==> src/rtl/sync_fifo_param_if.sv <==
// rtl/sync_fifo_param_if.sv - write/read/status bundle for sync_fifo_param
interface sync_fifo_param_if #(
    parameter int DSIZE = 8,
    parameter int ASIZE = 4
);
    logic             wreq;
    logic [DSIZE-1:0] wdata;
    logic             full;
    logic             almost_full;
    logic             rreq;
    logic [DSIZE-1:0] rdata;
    logic             rvalid;
    logic             empty;
    logic             almost_empty;
    logic [ASIZE:0]   count;
    logic             clr_err;
    logic             ovf;
    logic             udf;

    // Producer/consumer side: issues requests, observes data and status
    modport master (
        output wreq, wdata, rreq, clr_err,
        input  full, almost_full, rdata, rvalid, empty, almost_empty, count, ovf, udf
    );

    // FIFO side
    modport slave (
        input  wreq, wdata, rreq, clr_err,
        output full, almost_full, rdata, rvalid, empty, almost_empty, count, ovf, udf
    );
endinterface

==> src/rtl/sync_fifo_param.sv <==
// rtl/sync_fifo_param.sv - single-clock FIFO with thresholds, sticky errors and optional FWFT read
module sync_fifo_param #(
    parameter int DSIZE     = 8,
    parameter int ASIZE     = 4,
    parameter int AFULL_TH  = 12,
    parameter int AEMPTY_TH = 2,
    parameter int FWFT      = 0
) (
    input  logic              clk,
    input  logic              rst,
    sync_fifo_param_if.slave  fifo
);
    localparam int DEPTH = 1 << ASIZE;
    localparam logic [ASIZE:0] AFULL_V  = (ASIZE+1)'(AFULL_TH);
    localparam logic [ASIZE:0] AEMPTY_V = (ASIZE+1)'(AEMPTY_TH);

    logic [DSIZE-1:0] mem [DEPTH];
    logic [ASIZE:0]   wr_ptr;
    logic [ASIZE:0]   rd_ptr;
    logic [ASIZE:0]   occ;
    logic             is_empty;
    logic             is_full;
    logic             wr_en;
    logic             rd_en;
    logic             ovf_q;
    logic             udf_q;
    logic [DSIZE-1:0] rdata_o;
    logic             rvalid_o;

    // Status comes only from registered pointers, so a same-cycle read
    // never makes room for a same-cycle write and vice versa.
    assign is_empty = (wr_ptr == rd_ptr);
    assign is_full  = (wr_ptr[ASIZE-1:0] == rd_ptr[ASIZE-1:0]) &&
                      (wr_ptr[ASIZE] != rd_ptr[ASIZE]);
    assign occ      = wr_ptr - rd_ptr;

    // Reset overrides any request presented in the same cycle.
    assign wr_en = fifo.wreq & ~is_full & ~rst;
    assign rd_en = fifo.rreq & ~is_empty & ~rst;

    // Storage array; contents are not reset
    always_ff @(posedge clk) begin
        if (wr_en) begin
            mem[wr_ptr[ASIZE-1:0]] <= fifo.wdata;
        end
    end

    // Write and read pointers, wrap bit in the MSB
    always_ff @(posedge clk) begin
        if (rst) begin
            wr_ptr <= '0;
            rd_ptr <= '0;
        end else begin
            if (wr_en) begin
                wr_ptr <= wr_ptr + 1'b1;
            end
            if (rd_en) begin
                rd_ptr <= rd_ptr + 1'b1;
            end
        end
    end

    // Sticky error flags; a new error in the clearing cycle keeps the flag set
    always_ff @(posedge clk) begin
        if (rst) begin
            ovf_q <= 1'b0;
            udf_q <= 1'b0;
        end else begin
            if (fifo.wreq && is_full) begin
                ovf_q <= 1'b1;
            end else if (fifo.clr_err) begin
                ovf_q <= 1'b0;
            end
            if (fifo.rreq && is_empty) begin
                udf_q <= 1'b1;
            end else if (fifo.clr_err) begin
                udf_q <= 1'b0;
            end
        end
    end

    generate
        if (FWFT != 0) begin : g_fwft
            // Head word is always displayed; rreq pops it
            always_comb begin
                rdata_o  = mem[rd_ptr[ASIZE-1:0]];
                rvalid_o = ~is_empty;
            end
        end else begin : g_std
            logic [DSIZE-1:0] rdata_q;
            logic             rvalid_q;

            // Registered read: one-cycle rvalid pulse, rdata holds between reads
            always_ff @(posedge clk) begin
                if (rst) begin
                    rdata_q  <= '0;
                    rvalid_q <= 1'b0;
                end else begin
                    rvalid_q <= rd_en;
                    if (rd_en) begin
                        rdata_q <= mem[rd_ptr[ASIZE-1:0]];
                    end
                end
            end

            assign rdata_o  = rdata_q;
            assign rvalid_o = rvalid_q;
        end
    endgenerate

    assign fifo.empty        = is_empty;
    assign fifo.full         = is_full;
    assign fifo.count        = occ;
    assign fifo.almost_full  = (occ >= AFULL_V);
    assign fifo.almost_empty = (occ <= AEMPTY_V);
    assign fifo.ovf          = ovf_q;
    assign fifo.udf          = udf_q;
    assign fifo.rdata        = rdata_o;
    assign fifo.rvalid       = rvalid_o;
endmodule

==> src/flat_wrapper.sv <==
// flat-port wrapper written by rule: the top's interface ports become plain ports
module sync_fifo_param_flat 
#(
    parameter int DSIZE     = 8,
    parameter int ASIZE     = 4,
    parameter int AFULL_TH  = 12,
    parameter int AEMPTY_TH = 2,
    parameter int FWFT      = 0
)
  (clk, rst, fifo_wreq, fifo_wdata, fifo_rreq, fifo_clr_err, fifo_full, fifo_almost_full, fifo_rdata, fifo_rvalid, fifo_empty, fifo_almost_empty, fifo_count, fifo_ovf, fifo_udf);
  sync_fifo_param_if #(.DSIZE(DSIZE), .ASIZE(ASIZE)) fifo_i ();
  input  logic clk;
  input  logic rst;
  input wire logic [$bits(fifo_i.wreq)-1:0] fifo_wreq;
  input wire logic [$bits(fifo_i.wdata)-1:0] fifo_wdata;
  input wire logic [$bits(fifo_i.rreq)-1:0] fifo_rreq;
  input wire logic [$bits(fifo_i.clr_err)-1:0] fifo_clr_err;
  output wire logic [$bits(fifo_i.full)-1:0] fifo_full;
  output wire logic [$bits(fifo_i.almost_full)-1:0] fifo_almost_full;
  output wire logic [$bits(fifo_i.rdata)-1:0] fifo_rdata;
  output wire logic [$bits(fifo_i.rvalid)-1:0] fifo_rvalid;
  output wire logic [$bits(fifo_i.empty)-1:0] fifo_empty;
  output wire logic [$bits(fifo_i.almost_empty)-1:0] fifo_almost_empty;
  output wire logic [$bits(fifo_i.count)-1:0] fifo_count;
  output wire logic [$bits(fifo_i.ovf)-1:0] fifo_ovf;
  output wire logic [$bits(fifo_i.udf)-1:0] fifo_udf;
  assign fifo_i.wreq = fifo_wreq;
  assign fifo_i.wdata = fifo_wdata;
  assign fifo_i.rreq = fifo_rreq;
  assign fifo_i.clr_err = fifo_clr_err;
  assign fifo_full = fifo_i.full;
  assign fifo_almost_full = fifo_i.almost_full;
  assign fifo_rdata = fifo_i.rdata;
  assign fifo_rvalid = fifo_i.rvalid;
  assign fifo_empty = fifo_i.empty;
  assign fifo_almost_empty = fifo_i.almost_empty;
  assign fifo_count = fifo_i.count;
  assign fifo_ovf = fifo_i.ovf;
  assign fifo_udf = fifo_i.udf;
  sync_fifo_param #(.DSIZE(DSIZE), .ASIZE(ASIZE), .AFULL_TH(AFULL_TH), .AEMPTY_TH(AEMPTY_TH), .FWFT(FWFT)) u_core (.clk(clk), .rst(rst), .fifo(fifo_i));
endmodule
==> config.mk <==
export PLATFORM = sky130hd
export DESIGN_NAME = sync_fifo_param_flat
export DESIGN_NICKNAME = d
export VERILOG_FILES = /design/src/rtl/sync_fifo_param_if.sv /design/src/rtl/sync_fifo_param.sv /design/src/flat_wrapper.sv
export SDC_FILE = /design/constraint.sdc
export NUM_CORES = 1
export LEC_CHECK = 0
export ABC_AREA = 1
export ABC_CLOCK_PERIOD_IN_PS = 2600
export CORE_ASPECT_RATIO = 1.25
export CORE_UTILIZATION = 40
export CTS_CLUSTER_DIAMETER = 120
export DETAILED_ROUTE_END_ITERATION = 10
export GPL_TIMING_DRIVEN = 0
export PLACE_DENSITY = 0.63
export SLEW_MARGIN = 20
export SYNTH_ARGS = -nofsm -noshare
export SYNTH_HDL_FRONTEND = slang
export SYNTH_SLANG_ARGS = --single-unit
export TNS_END_PERCENT = 10
==> constraint.sdc <==
create_clock -name clk -period 2.6 [get_ports clk]
set_input_delay 0.26 -clock clk [delete_from_list [all_inputs] [get_ports clk]]
set_output_delay 0.26 -clock clk [all_outputs]
set_load 0.02 [all_outputs]
; After elaboration in Yosys (flattened, before gate mapping)
; Memory sizes are Yosys's and may differ from the RTL's. A register that Yosys moved wholly into a read port is not among the register bits.
; Index checks and enable logic that the tools add are counted.
[word_totals]
regBits = 13
ramBits = 128
input_bits = 13
word_cells = 31
mem_count = 1
[classes]
add_sub_neg = 3
order_cmp = 2
n_eq_ne = 3
mux = 5
bitwise_logic = 7
reduce_logical = 5
[mem_list]
columns = memory, depth, word_bits, rd, rd_ports_with_merged_regs, write_ports, line_no
row1 = u_core.mem, 16, 8, 1, 1, 1, sync_fifo_param.sv:17  ; logic [DSIZE-1:0] mem [DEPTH];
[op_table]
columns = op, n
row1 = $add A5 B1 Y5 const B, 2
row2 = $eq A5 B5 Y1, 1
row3 = $ge A5 B4 Y1 const B, 1
row4 = $le A5 B2 Y1 const B, 1
row5 = $mux W1, 5
row6 = $sub A5 B5 Y5, 1
row7 = $and A1 B1 Y1, 4
row8 = $eq A4 B4 Y1, 1
row9 = $reduce_bool A2 Y1, 2
row10 = $logic_and A1 B1 Y1, 3
row11 = $not A1 Y1, 3
row12 = $ne A1 B1 Y1, 1

; Longest topological paths before layout
[depth]
ltp_word = 7
ltp_mapped = 12
ltp_nobuf = 10

; Least setup slack after synthesis
; OpenSTA, ideal clock, no wires.
[synth_timing]
kind = reg-to-reg
startpoint = reg u_core.rd_ptr[1]
endpoint = mem u_core.mem[15][0] (enable)
arrival_time_ps = 1990
t_required_ps = 2217
slack_ps = 226
path_stages_with_launch = 10
n_path_buf = 2
period_less_slack_ps = 2374
cell_sequence = dfxtp_1 buf_4 inv_2 buf_2 ha_1 nand2_1 nor2_4 nand2_1 nand3_2 nor3_1
[synth_between]
elab_chain_len = 7
[synth_lines]
columns = element, line_no
row1 = start: declaration, sync_fifo_param.sv:19  ; logic [ASIZE:0] rd_ptr;
row2 = start signal: assignment, sync_fifo_param.sv:58  ; rd_ptr <= rd_ptr + 1'b1;
row3 = $eq A4 B4 Y1, sync_fifo_param.sv:33  ; assign is_full = (wr_ptr[ASIZE-1:0] == rd_ptr[ASIZE-1:0]) &&
row4 = $logic_and A1 B1 Y1, sync_fifo_param.sv:33
row5 = $not A1 Y1, sync_fifo_param.sv:38  ; assign wr_en = fifo.wreq & ~is_full & ~rst;
row6 = $and A1 B1 Y1 (2 in series), sync_fifo_param.sv:38
row7 = $mux W1, sync_fifo_param.sv:43  ; if (wr_en) begin
row8 = $mux W1 (implied by the code), sync_fifo_param.sv:44  ; mem[wr_ptr[ASIZE-1:0]] <= fifo.wdata;
row9 = end: declaration, sync_fifo_param.sv:17
; Every way passes these cells.

; Worst setup path after layout
[layout_timing]
startpoint = reg u_core.rd_ptr[1]
endpoint = mem u_core.mem[13][4] (enable)
; The elaborated chain is that of the path after synthesis.

==> results_dict.tcl <==
set metrics [dict create \
    antenna_found_initial 0 \
    grt_pass1_wl_mm 25.3 \
    ios 33 \
    drive_gt1_share_pct 11.5 \
    ir_drop_mv 0.510 \
    dr_wl_met2_mm 8.30 \
    grt_pass1_vias 4532 \
    synth_top_area_cell "edfxtp_1" \
    p_int_mw 4.41 \
    hold_viol 0 \
    worstMarginPinSlew_ns 0.795 \
    yosys-top-cells-area "edfxtp_1 58%, nand2_1 12%, dfxtp_1 6.4%" \
    cts_max_level 4 \
    r2r-start "u_core.rd_ptr[1]$_SDFFE_PP0P_" \
    cpPeakStageDelay_ns 0.47 \
    final_util_pct 48.3 \
    fin_crit_sh_pct 102 \
    swShare_pct 27.6 \
    die-area_um2 17000 \
    route.met3.wl_um 880 \
    place_congestion 0.889 \
    nets 732 \
    layout_min_cycle_time_ns 2.65 \
    p_leak_nw 3.18 \
    wl_met1_mm 6.60 \
    die_w_um 117 \
    multi_input_area_um2 1930 \
    finalSetupViolCount 40 \
    core_area_um2 16100 \
    wirelength_mm 16.3 \
    slew_headroom_pct 46.7 \
    cts_tree "done" \
    seq_area_um2 4270 \
    rsz0062_at_grt "true" \
    crit_type "reg -> reg" \
    syn_inst 661 \
    grt_usage_pct 20.5 \
    switching_power_mw 1.68 \
    syn_nets 684 \
    slew_viol_final 0 \
    required_ns 2.66 \
    dr_total_vias 4650 \
    drt_iter0_markers 406 \
    status "complete, but fails checks" \
    dr.pass1.iters 5 \
    grt.overflow.total 0 \
    setup.worst_path.start "u_core.rd_ptr[1]$_SDFFE_PP0P_" \
    violations "setup timing" \
    hold_depth 2 \
    path_cells "buf_4, inv_4, ha_1, nand2_1, nor2_4, nand2_1, nand3_2, inv_2, nand2_1, nor2_2" \
    synth_warnings 0 \
    fin_skew_ns 0.00698 \
    whs_ns 0.179 \
    hold_end "u_core.wr_ptr[3]$_SDFFE_PP0P_" \
    crit_path_max_fanout 17 \
    insertion_delay_ns 0.42 \
    path_clk_slew_ns 0.06 \
    final_cell_mix "213 x nand2_1, 128 x edfxtp_1, 77 x inv_1" \
    numCtsBuffers 17 \
    slowest_stage "nor2_2" \
    wire_per_inst_um 17.4 \
    diodes 0 \
    grt_max_degree 18 \
    min_from "rst" \
    clkSinkCount 149 \
    yosysSeqAreaShare_pct 64.7 \
    synth_area_per_cell_um2 9.98 \
    drc_errors 0 \
    initial_core_util_pct 40.9 \
    rr_endpoint "u_core.mem[13][4]$_DFFE_PP_" \
    arrival_ns 2.71 \
    syn_area_um2 6590 \
    yosys_register_bits 149 \
    layout_commonest_cell "nand2_1" \
    io_buffers 31 \
    crit_top_cell "nand2_1" \
    yosys.area.top_type_share_pct 58.3 \
    dieHeight_um 146 \
    hpwl_mm 11.4 \
    reg2reg_depth 10 \
    rrSetupSlack_ns -0.05 \
    worst_setup_path_start_kind "flop" \
    place_ws_ns -0.498 \
    fin_tns_setup_ns -0.955 \
    max_freq_mhz 378 \
    fillerInstances 1493 \
    combinationalPowerShare_pct 17.5 \
    ctsRootBufferMaster "clkbuf_16" \
    top_layer "met4" \
    via_per_inst 4.96 \
    pwr-share-clk_pct 38.6 \
    p_per_area_nw_per_um2 782 \
    seqPwrFrac_pct 43.9 \
    min_path_type "in -> reg" \
    ant_nets 0 \
    maxCapViolCount 0 \
    clockBufferDepth 2 \
    rows 52 \
    worst_slack_ns -0.0453 \
    synth_cell_types 29 \
    syn_to_final_growth_pct 18.2 \
    cp-end-kind "flop" \
]
## cells in the mapped netlist, drive strengths merged
master  count
buf        21
a21oi      13
xnor2       2
nand2     217
clkbuf      5
nand3      78
a21boi      5
dfxtp      21
a211oi      1
fa          1
edfxtp    128
nor2       51
nor3        4
o21ai      18
xor2        3
clkinv      1
inv        81
nor3b       1
ha          9
nand4       1
## power by group through the flow
stage | Combinational, mW | Sequential, mW | Clock [mW]
2_1_floorplan | 0.620 | 2.76 | 0
3_3_place_gp | 1.07 | 2.73 | 0
3_5_place_dp | 1.09 | 2.73 | 0
4_1_cts | 1.07 | 2.68 | 2.38
5_1_grt | 1.17 | 2.68 | 2.47
6_report | 1.07 | 2.68 | 2.35
## registers in the layout (all words and copies together), names as in the netlist
signal              flops
u_core.fifo.ovf         1
u_core.fifo.rdata       8
u_core.fifo.rvalid      1
u_core.fifo.udf         1
u_core.mem            128
u_core.rd_ptr           5
u_core.wr_ptr           5
## metrics by stage
| stage | cell area (um^2) | total power, mW | cells |
|---|---|---|---|
| floorplan | 6590 | 3.38 | 661 |
| global placement | 7170 | 3.79 | 908 |
| detailed placement | 7180 | 3.82 | 908 |
| CTS | 7770 | 6.12 | 938 |
| global route | 7790 | 6.32 | 938 |
| finish | 7790 | 6.10 | 938 |
## kinds of logic (layout without fill, tap and decap cells)
kind of cell	count (synthesis)	count (layout)	synth area share (%)
XOR/XNOR	5	5	0.664
AND/OR/NAND/NOR	352	352	22.5
flip-flops	149	149	64.7
adder cells (fa/ha/maj)	10	10	2.01
AO/OA/AOI/OAI	37	37	3.04
buffers and inverters	108	169	7.13
## what timing repair did
| action | CTS | global route |
|---|---|---|
| pin swaps | 1 | 0 |
| resized for setup | 35 | 5 |
| setup buffers | 0 | 0 |
| endpoints found under the setup margin | 135 | 108 |
| endpoints found under the hold margin | 0 | 0 |
| hold buffers | 0 | 0 |
## worst max-delay path, delay by kind of cell, from the launching register on
family                   cells  cell delay, ns
adder cells (fa/ha/maj)      1            0.35
flip-flops                   1            0.37
AND/OR/NAND/NOR              6            1.11
buffers and inverters        3            0.44
## worst max path at each step
stage	endpoint	cells past startpoint
5_1_grt	u_core.mem[14][6]$_DFFE_PP_	10
3_3_place_gp	u_core.mem[7][3]$_DFFE_PP_	9
3_5_place_dp	u_core.mem[2][7]$_DFFE_PP_	11
6_report	u_core.mem[13][4]$_DFFE_PP_	10
4_1_cts	u_core.mem[6][6]$_DFFE_PP_	10
2_1_floorplan	u_core.mem[15][0]$_DFFE_PP_	9
## per-layer routing
metal  track usage, %  vias up
li1                 -     2254
met1             25.4     2179
met2             34.9      178
met3             3.25       39
met4             9.37        0
met5                0        -
## layout make-up
| type | count | area share, % |
|---|---|---|
| Clock inverter | 14 | 1.75 |
| Tap cell | 216 | 3.47 |
| Inverter | 82 | 4.01 |
| Sequential cell | 149 | 54.7 |
| Multi-Input combinational cell | 404 | 24.8 |
| Timing Repair Buffer | 31 | 3.77 |
| Clock buffer | 18 | 5.51 |
| Buffer | 24 | 1.97 |
Power figures use the tool's default switching activity.
